`src/rtl/mac_pkg.sv`:
```
// rtl/mac_pkg.sv - shared widths, frame-state enum and result struct for mac_accumulator
package mac_pkg;

  localparam int PROD_W    = 16;
  localparam int ACC_W_DEF = 32;
  localparam int CNT_W_DEF = 8;

  typedef enum logic {
    IDLE = 1'b0,
    OPEN = 1'b1
  } frame_state_t;

  // Completed dot-product at the default widths, for consumers built with the defaults.
  typedef struct packed {
    logic signed [ACC_W_DEF-1:0] sum;
    logic        [CNT_W_DEF-1:0] cnt;
    logic                        sat;
  } mac_result_t;

endpackage

```
`src/rtl/mac_accumulator_sat_adder.sv`:
```
// rtl/mac_accumulator_sat_adder.sv - accumulator + sign-extended product add; clamps when ACC_SATURATE_EN is defined
module sat_adder
  import mac_pkg::*;
#(
  parameter int ACC_W = ACC_W_DEF
) (
  input  logic signed [ACC_W-1:0]  acc,
  input  logic signed [PROD_W-1:0] prod,
  output logic signed [ACC_W-1:0]  sum,
  output logic                     clamp
);

`ifdef ACC_SATURATE_EN
  logic signed [ACC_W:0] wide;
  logic                  ovf;

  // One guard bit makes overflow visible as a disagreement of the top two bits.
  assign wide = {acc[ACC_W-1], acc} + {{(ACC_W+1-PROD_W){prod[PROD_W-1]}}, prod};
  assign ovf  = wide[ACC_W] ^ wide[ACC_W-1];

  // Clamp toward the true sign (guard bit) on overflow.
  always_comb begin
    sum   = wide[ACC_W-1:0];
    clamp = ovf;
    if (ovf) begin
      sum = wide[ACC_W] ? {1'b1, {(ACC_W-1){1'b0}}} : {1'b0, {(ACC_W-1){1'b1}}};
    end
  end
`else
  // Wrapping add: the guard bit would be discarded, so add at ACC_W directly.
  assign sum   = acc + {{(ACC_W-PROD_W){prod[PROD_W-1]}}, prod};
  assign clamp = 1'b0;
`endif

endmodule

```
`src/rtl/mac_accumulator.sv`:
```
// rtl/mac_accumulator.sv - framed signed dot-product accumulator with single-entry result register; optional ACC_SATURATE_EN
module mac_accumulator
  import mac_pkg::*;
#(
  parameter int ACC_W = ACC_W_DEF,
  parameter int CNT_W = CNT_W_DEF
) (
  input  logic                    clk,
  input  logic                    rst,
  input  logic                    in_val,
  input  logic signed [PROD_W-1:0] in_prod,
  input  logic                    in_last,
  input  logic                    clr,
  output logic                    out_val,
  input  logic                    out_rdy,
  output logic signed [ACC_W-1:0] out_sum,
  output logic        [CNT_W-1:0] out_cnt,
  output logic                    out_sat,
  output logic                    drop_err
);

  localparam logic [CNT_W-1:0] CNT_ONE = {{(CNT_W-1){1'b0}}, 1'b1};

  frame_state_t            state, state_nxt;
  logic signed [ACC_W-1:0] acc, add_base, add_sum;
  logic        [CNT_W-1:0] cnt, cnt_nxt;
  logic                    sat, sat_nxt, add_clamp;
  logic                    fire, load;

  // A new frame starts from zero, so the adder sees 0 instead of the stale acc in IDLE.
  assign add_base = (state == OPEN) ? acc : '0;

  sat_adder #(.ACC_W(ACC_W)) u_sat_adder (
    .acc   (add_base),
    .prod  (in_prod),
    .sum   (add_sum),
    .clamp (add_clamp)
  );

  // Next frame state, next count/sat, and frame-completion strobe.
  always_comb begin
    state_nxt = state;
    cnt_nxt   = CNT_ONE;
    sat_nxt   = add_clamp;
    fire      = 1'b0;
    if (state == OPEN) begin
      cnt_nxt = (&cnt) ? cnt : cnt + CNT_ONE;
      sat_nxt = sat | add_clamp;
    end
    if (clr) begin
      state_nxt = IDLE;
    end else if (in_val) begin
      if (in_last) begin
        state_nxt = IDLE;
        fire      = 1'b1;
      end else begin
        state_nxt = OPEN;
      end
    end
  end

  // A completed result may take the register when it is empty or being drained this cycle.
  assign load = fire && (!out_val || out_rdy);

  // Frame state register.
  always_ff @(posedge clk or negedge rst) begin
    if (!rst) state <= IDLE;
    else      state <= state_nxt;
  end

  // Running accumulator, product count and saturation flag of the open frame.
  always_ff @(posedge clk or negedge rst) begin
    if (!rst) begin
      acc <= '0;
      cnt <= '0;
      sat <= 1'b0;
    end else if (clr) begin
      acc <= '0;
      cnt <= '0;
      sat <= 1'b0;
    end else if (in_val) begin
      acc <= add_sum;
      cnt <= cnt_nxt;
      sat <= sat_nxt;
    end
  end

  // Single-entry output register; contents hold while waiting for out_rdy.
  always_ff @(posedge clk or negedge rst) begin
    if (!rst) begin
      out_val <= 1'b0;
      out_sum <= '0;
      out_cnt <= '0;
      out_sat <= 1'b0;
    end else if (load) begin
      out_val <= 1'b1;
      out_sum <= add_sum;
      out_cnt <= cnt_nxt;
      out_sat <= sat_nxt;
    end else if (out_val && out_rdy) begin
      out_val <= 1'b0;
    end
  end

  // Sticky flag for a completed frame that found the register still occupied.
  always_ff @(posedge clk or negedge rst) begin
    if (!rst)              drop_err <= 1'b0;
    else if (clr)          drop_err <= 1'b0;
    else if (fire && !load) drop_err <= 1'b1;
  end

endmodule
```
`config.mk`:
```
export PLATFORM = sky130hd
export DESIGN_NAME = mac_accumulator
export DESIGN_NICKNAME = d
export VERILOG_FILES = /design/src/rtl/mac_pkg.sv /design/src/rtl/mac_accumulator_sat_adder.sv /design/src/rtl/mac_accumulator.sv
export SDC_FILE = /design/constraint.sdc
export NUM_CORES = 1
export LEC_CHECK = 0
export CAP_MARGIN = 10
export CORE_ASPECT_RATIO = 1.25
export CORE_MARGIN = 4
export CORE_UTILIZATION = 57
export CTS_CLUSTER_SIZE = 25
export DETAILED_ROUTE_END_ITERATION = 10
export PLACE_DENSITY = 0.81
export SLEW_MARGIN = 25
export SYNTH_ARGS = -nofsm -noshare
export SYNTH_HDL_FRONTEND = slang
export SYNTH_HIERARCHICAL = 1
export SYNTH_SLANG_ARGS = --single-unit
```
`constraint.sdc`:
```
create_clock -name clk -period 3.7 [get_ports clk]
set_input_delay 1.11 -clock clk [delete_from_list [all_inputs] [get_ports clk]]
set_output_delay 1.11 -clock clk [all_outputs]
set_load 0.01 [all_outputs]
```
## After elaboration in Yosys (flattened, before gate mapping)

Cells that the tools add are included.

- Register bits after elaboration: 85
- Output and inout port bits: 43

- Add/subtract/negate cells: 2
- Multiplexer cells: 20
- Reduce and logical (&&, ||, !) cells: 10

Operator list:

| cell | count |
|---|---|
| $mux 32 | 3 |
| $add 32x32->32 | 1 |
| $mux 8 | 4 |
| $mux 1 | 13 |
| $add 8x1->8 const B | 1 |
| $reduce_and 8->1 | 1 |
| $reduce_bool 2->1 | 3 |
| $logic_and 1x1->1 | 3 |
| $logic_not 1->1 | 2 |
| $logic_or 1x1->1 | 1 |

## Depth between registers and ports, before layout

- Depth after elaboration: 8
- Mapped depth: 13
- Mapped depth without buffers: 11

## By module

The synthesis kept the hierarchy.

Modules (own cells, without submodules):

| module | times used | cells each | area each (um^2) | seq. area each (um^2) |
|---|---|---|---|---|
| mac_accumulator | 1 | 390 | 3783.6 | 2127.0 |
| sat_adder | 1 | 262 | 1844.3 | 0.0 |

## Worst setup path after synthesis

No wires, ideal clock.

- Path type: input port to flip-flop
- Start point: input port in_prod[0]
- End point: register acc[30]
- Setup time: 0.132 ns
- Arrival: 3.034 ns
- Data required time: 3.568 ns
- Path slack: 0.534 ns
- Cell stages on the path: 10
- Buffers on the path: 0
- Cells stage by stage: ha_1 fa_1 a21oi_2 o221ai_2 a211oi_2 o31ai_2 a221oi_2 xnor2_1 mux2i_1 nor2_1

- Word-level cells in the longest chain between the ends: 3

RTL lines:

| what | line | text |
|---|---|---|
| start, declared | mac_accumulator.sv:11 | `input logic signed [PROD_W-1:0] in_prod,` |
| $add 32x32->32 | mac_accumulator_sat_adder.sv:31 | `assign sum = acc + {{(ACC_W-PROD_W){prod[PROD_W-1]}}, prod};` |
| named net add_sum[30] | mac_accumulator.sv:25 | `logic signed [ACC_W-1:0] acc, add_base, add_sum;` |
| $mux 32 | mac_accumulator.sv:81 | `end else if (in_val) begin` |
| $mux 32 | mac_accumulator.sv:77 | `end else if (clr) begin` |
| end signal, assigned | mac_accumulator.sv:82 | `acc <= add_sum;` |
| end, declared | mac_accumulator.sv:25 |  |

The timed path passes the listed nets, and every way through them passes these cells. The select of a mux whose other input is x is not followed.
A chain may end at the register's enable or synchronous reset.

## Worst setup path after layout

Same ends and word-level chain as after synthesis.

==> run summary <==
OpenSTA, run right after detailed placement, puts the worst setup slack at -109 ps. The count of port buffers added during placement works out to 64. Summed over all layers, the global routing overflow is 0. The floorplan step set the die height to 119 um.

The setup clock skew after layout came out at 10.8 ps. Along the worst path, the maximum fanout reaches 4. Once detailed placement completed, the half-perimeter wirelength came to 10100 um.

The type of the most critical hold path is flop to flop. Setup repair after global routing left no endpoint under its margin. The clock slew seen by the registers of the worst setup and hold paths was 70 ps. For the starting DRC count in detailed routing, the log shows 205. The first TritonRoute pass finished after 5 iterations. The run gives 340 ps as the clock latency at the later pin of the worst-skew pair. Yosys attributes the largest share of cell area to sky130_fd_sc_hd__dfrtp_1, sky130_fd_sc_hd__nand2_1, sky130_fd_sc_hd__ha_1, sky130_fd_sc_hd__mux2i_1, sky130_fd_sc_hd__nor2_1.

The area growth from synthesis to layout is 20.8%. The tools report the arrival time reported for the critical path endpoint as 3750 ps. The final number of hold-violating endpoints is 0, and the top cell type's share of synthesized area is 0.378.

In the synthesized netlist the dominant register cell turns out to be sky130_fd_sc_hd__dfrtp_1. The mean instance size in the synthesized netlist is 8.63 um2. Timing would allow up to 288 MHz. The final layout contains 782 nets. The number of flip-flops and latches in the synthesized netlist works out to 85.

The layout has 771 filler cells. The run gives 5159 as the via count of the first global-routing pass. Summed instance area of the synthesized netlist: 5630 um2. When the netlist entered floorplanning its net count stood at 707. After layout, the design draws a total of 2570 uW. The run gives 0 as the number of antenna violations at the first check in global routing. The nature of the critical path endpoint was a flop.

For this run, the number of Yosys warnings is 6. The root buffer cell chosen for the clock tree is sky130_fd_sc_hd__clkbuf_16. The number of buffers inserted for hold repair after clock tree synthesis is 0. The power per cell area was 378 nW/um2; the number of max-slew violations in the final report was 0. The total of max-cap violations is 0, and the final period utilization is 0.940. The longest clock path from root to sink contains 2 buffers. For the reported leakage power, the log shows 0.00324 uW. By startpoint and endpoint, the worst setup path is classified as primary input to flop. Area of combinational cells with multiple inputs: 3250 um2. TritonCTS built the clock tree. Summing all non-filler instances in the final layout gives an area of 6800 um2. The floorplan step set the die width to 96.9 um.

The logs give 0 for the count of unresolved DRC violations after routing and 0 for the remaining number of nets flagged by the antenna check after routing. The die covers 11500 um2. Setup violations remaining at the end of the flow were counted as 0.

For this design the top-level I/O count stands at 65. Summed over all layers, the routed wires come to 13800 um. The run gives 6520 um2 as the placed cell area. The number of clock buffers added by TritonCTS is 9. For the cell count after synthesis, the log shows 652. The tools report the kind of start point of the critical path as a primary input. The clock drives 85 sinks. Ranked by instance count, the synthesized netlist is headed by sky130_fd_sc_hd__nand2_1, sky130_fd_sc_hd__dfrtp_1, sky130_fd_sc_hd__nor2_1.

The cell with the most instances after synthesis is sky130_fd_sc_hd__nand2_1. Across the VDD grid, the largest voltage drop is 0.000272 V. Entering global routing, the biggest net connects 52 pins. Slew at the pin with the worst max-slew slack: 766 ps. The post-synthesis async set-or-reset flop share is 1.00.

Once routing completed, OpenROAD measured the worst setup slack at 222 ps. The number of enable-type register cells in the synthesized netlist came out at 0. The normalized max-slew margin is 0.489.

The per-cell routed wire length is 16.1 um, and the required time of the worst setup path is 3970 ps. The count of cell types in the netlist was 58. The run gives 0.250 as the total global routing track utilization.

The tools report the number of H-tree levels as 3. The final critical-path required period is 3480 ps. Wire length of the first global-routing pass: 24100 um.

The count of vias placed by the detailed router was 4957; the sequential share of the synthesized area was 0.378. The logs give 9610 um2 for the core area and 0 for the total setup buffers inserted after CTS. The largest total area in the synthesized netlist belongs to sky130_fd_sc_hd__dfrtp_1.

The antenna diode count is 0. After clock tree synthesis, the repair step resized 0 gates. Across the whole layout, storage elements account for 2130 um2. At the end of routability-driven placement, the weighted congestion stood at 0.928.

The tools report the effective utilization at floorplan as 0.586. The floorplan has 40 rows. The flow ran to the end, and the final reports show no timing, DRC or antenna violations. The fraction of final layout cells sized beyond drive strength 1 is 0.102. After detailed routing, the number of vias per cell comes to 5.78.
==> area by class of cell <==
class,count,area share
Timing Repair Buffer,102,0.137
Clock inverter,6,0.00644
Clock buffer,10,0.0352
Inverter,13,0.00718
Tap cell,126,0.0232
Sequential cell,85,0.313
Multi-Input combinational cell,516,0.478
==> metrics by stage <==
stage,cells,setup TNS (ps),util,hold slack [ps]
global route,858,0,0.707,503
global placement,842,-41.4,0.678,457
detailed placement,842,-224,0.678,462
CTS,858,0,0.707,476
floorplan,652,0,-,478
finish,858,0,0.707,469
==> critical path, stage by stage <==
cell and delay (ps):
sky130_fd_sc_hd__clkdlybuf4s50_1 410, sky130_fd_sc_hd__ha_1 210, sky130_fd_sc_hd__fa_1 430, sky130_fd_sc_hd__a21oi_2 200, sky130_fd_sc_hd__o221ai_2 180, sky130_fd_sc_hd__a211oi_2 330
sky130_fd_sc_hd__o31ai_2 180, sky130_fd_sc_hd__a221oi_2 320, sky130_fd_sc_hd__xnor2_1 170, sky130_fd_sc_hd__mux2i_1 100, sky130_fd_sc_hd__nor2_1 110
==> flip-flops by register name, indices dropped and copies added (netlist names) <==
signal	cells
out_cnt	8
out_val	1
out_sat	1
sat	1
acc	32
drop_err	1
state	1
cnt	8
out_sum	32
==> layer usage <==
layer / vias to the layer above / global-route usage / wire length (um)
met5: - / 0 / 0
met4: 0 / 0.0834 / 179
met3: 15 / 0.0404 / 547
met2: 101 / 0.443 / 7160
met1: 2412 / 0.308 / 5900
li1: 2429 / - / -
==> kinds of logic after synthesis <==
family / share of synthesized area
and+or+nand+nor: 0.225
AOI/OAI and AO/OA: 0.169
DFF: 0.378
buffers and inverters: 0.0454
muxes: 0.0605
adders and majority gates: 0.0747
xor gates and xnor gates: 0.0467
other: 0.000666
==> cell usage in the layout (no fill, tap or decap), types with 15 or more instances in the layout <==
master	count
sky130_fd_sc_hd__nand2_1	138
sky130_fd_sc_hd__nor2_1	59
sky130_fd_sc_hd__and2_1	34
sky130_fd_sc_hd__clkdlybuf4s50_1	62
sky130_fd_sc_hd__buf_4	38
sky130_fd_sc_hd__a21oi_1	28
sky130_fd_sc_hd__xnor2_1	15
sky130_fd_sc_hd__mux2i_1	34
sky130_fd_sc_hd__o21ai_0	19
sky130_fd_sc_hd__ha_1	32
sky130_fd_sc_hd__xor2_1	15
sky130_fd_sc_hd__dfrtp_1	85
==> report_power, final <==
group	leakage (uW)	switching, uW	total [uW]	internal, uW
Sequential	0.00111	57.3	1090	1030
Clock	0.000139	382	859	477
Combinational	0.00199	320	620	300
Total	0.00324	760	2570	1810
==> path summary, 6_finish.rpt <==
path,startpoint,to,slack (ps),cells after the start
max reg2reg,state,acc[26],730,11
min,out_sum[24],out_sum[24],470,2
max,in_prod[0],acc[30],220,11
min reg2reg,out_sum[24],out_sum[24],470,2
max in group asynchronous,rst,out_sum[10],2210,2
min in group asynchronous,rst,out_sum[15],780,1
(Power assumes the default switching activity.)
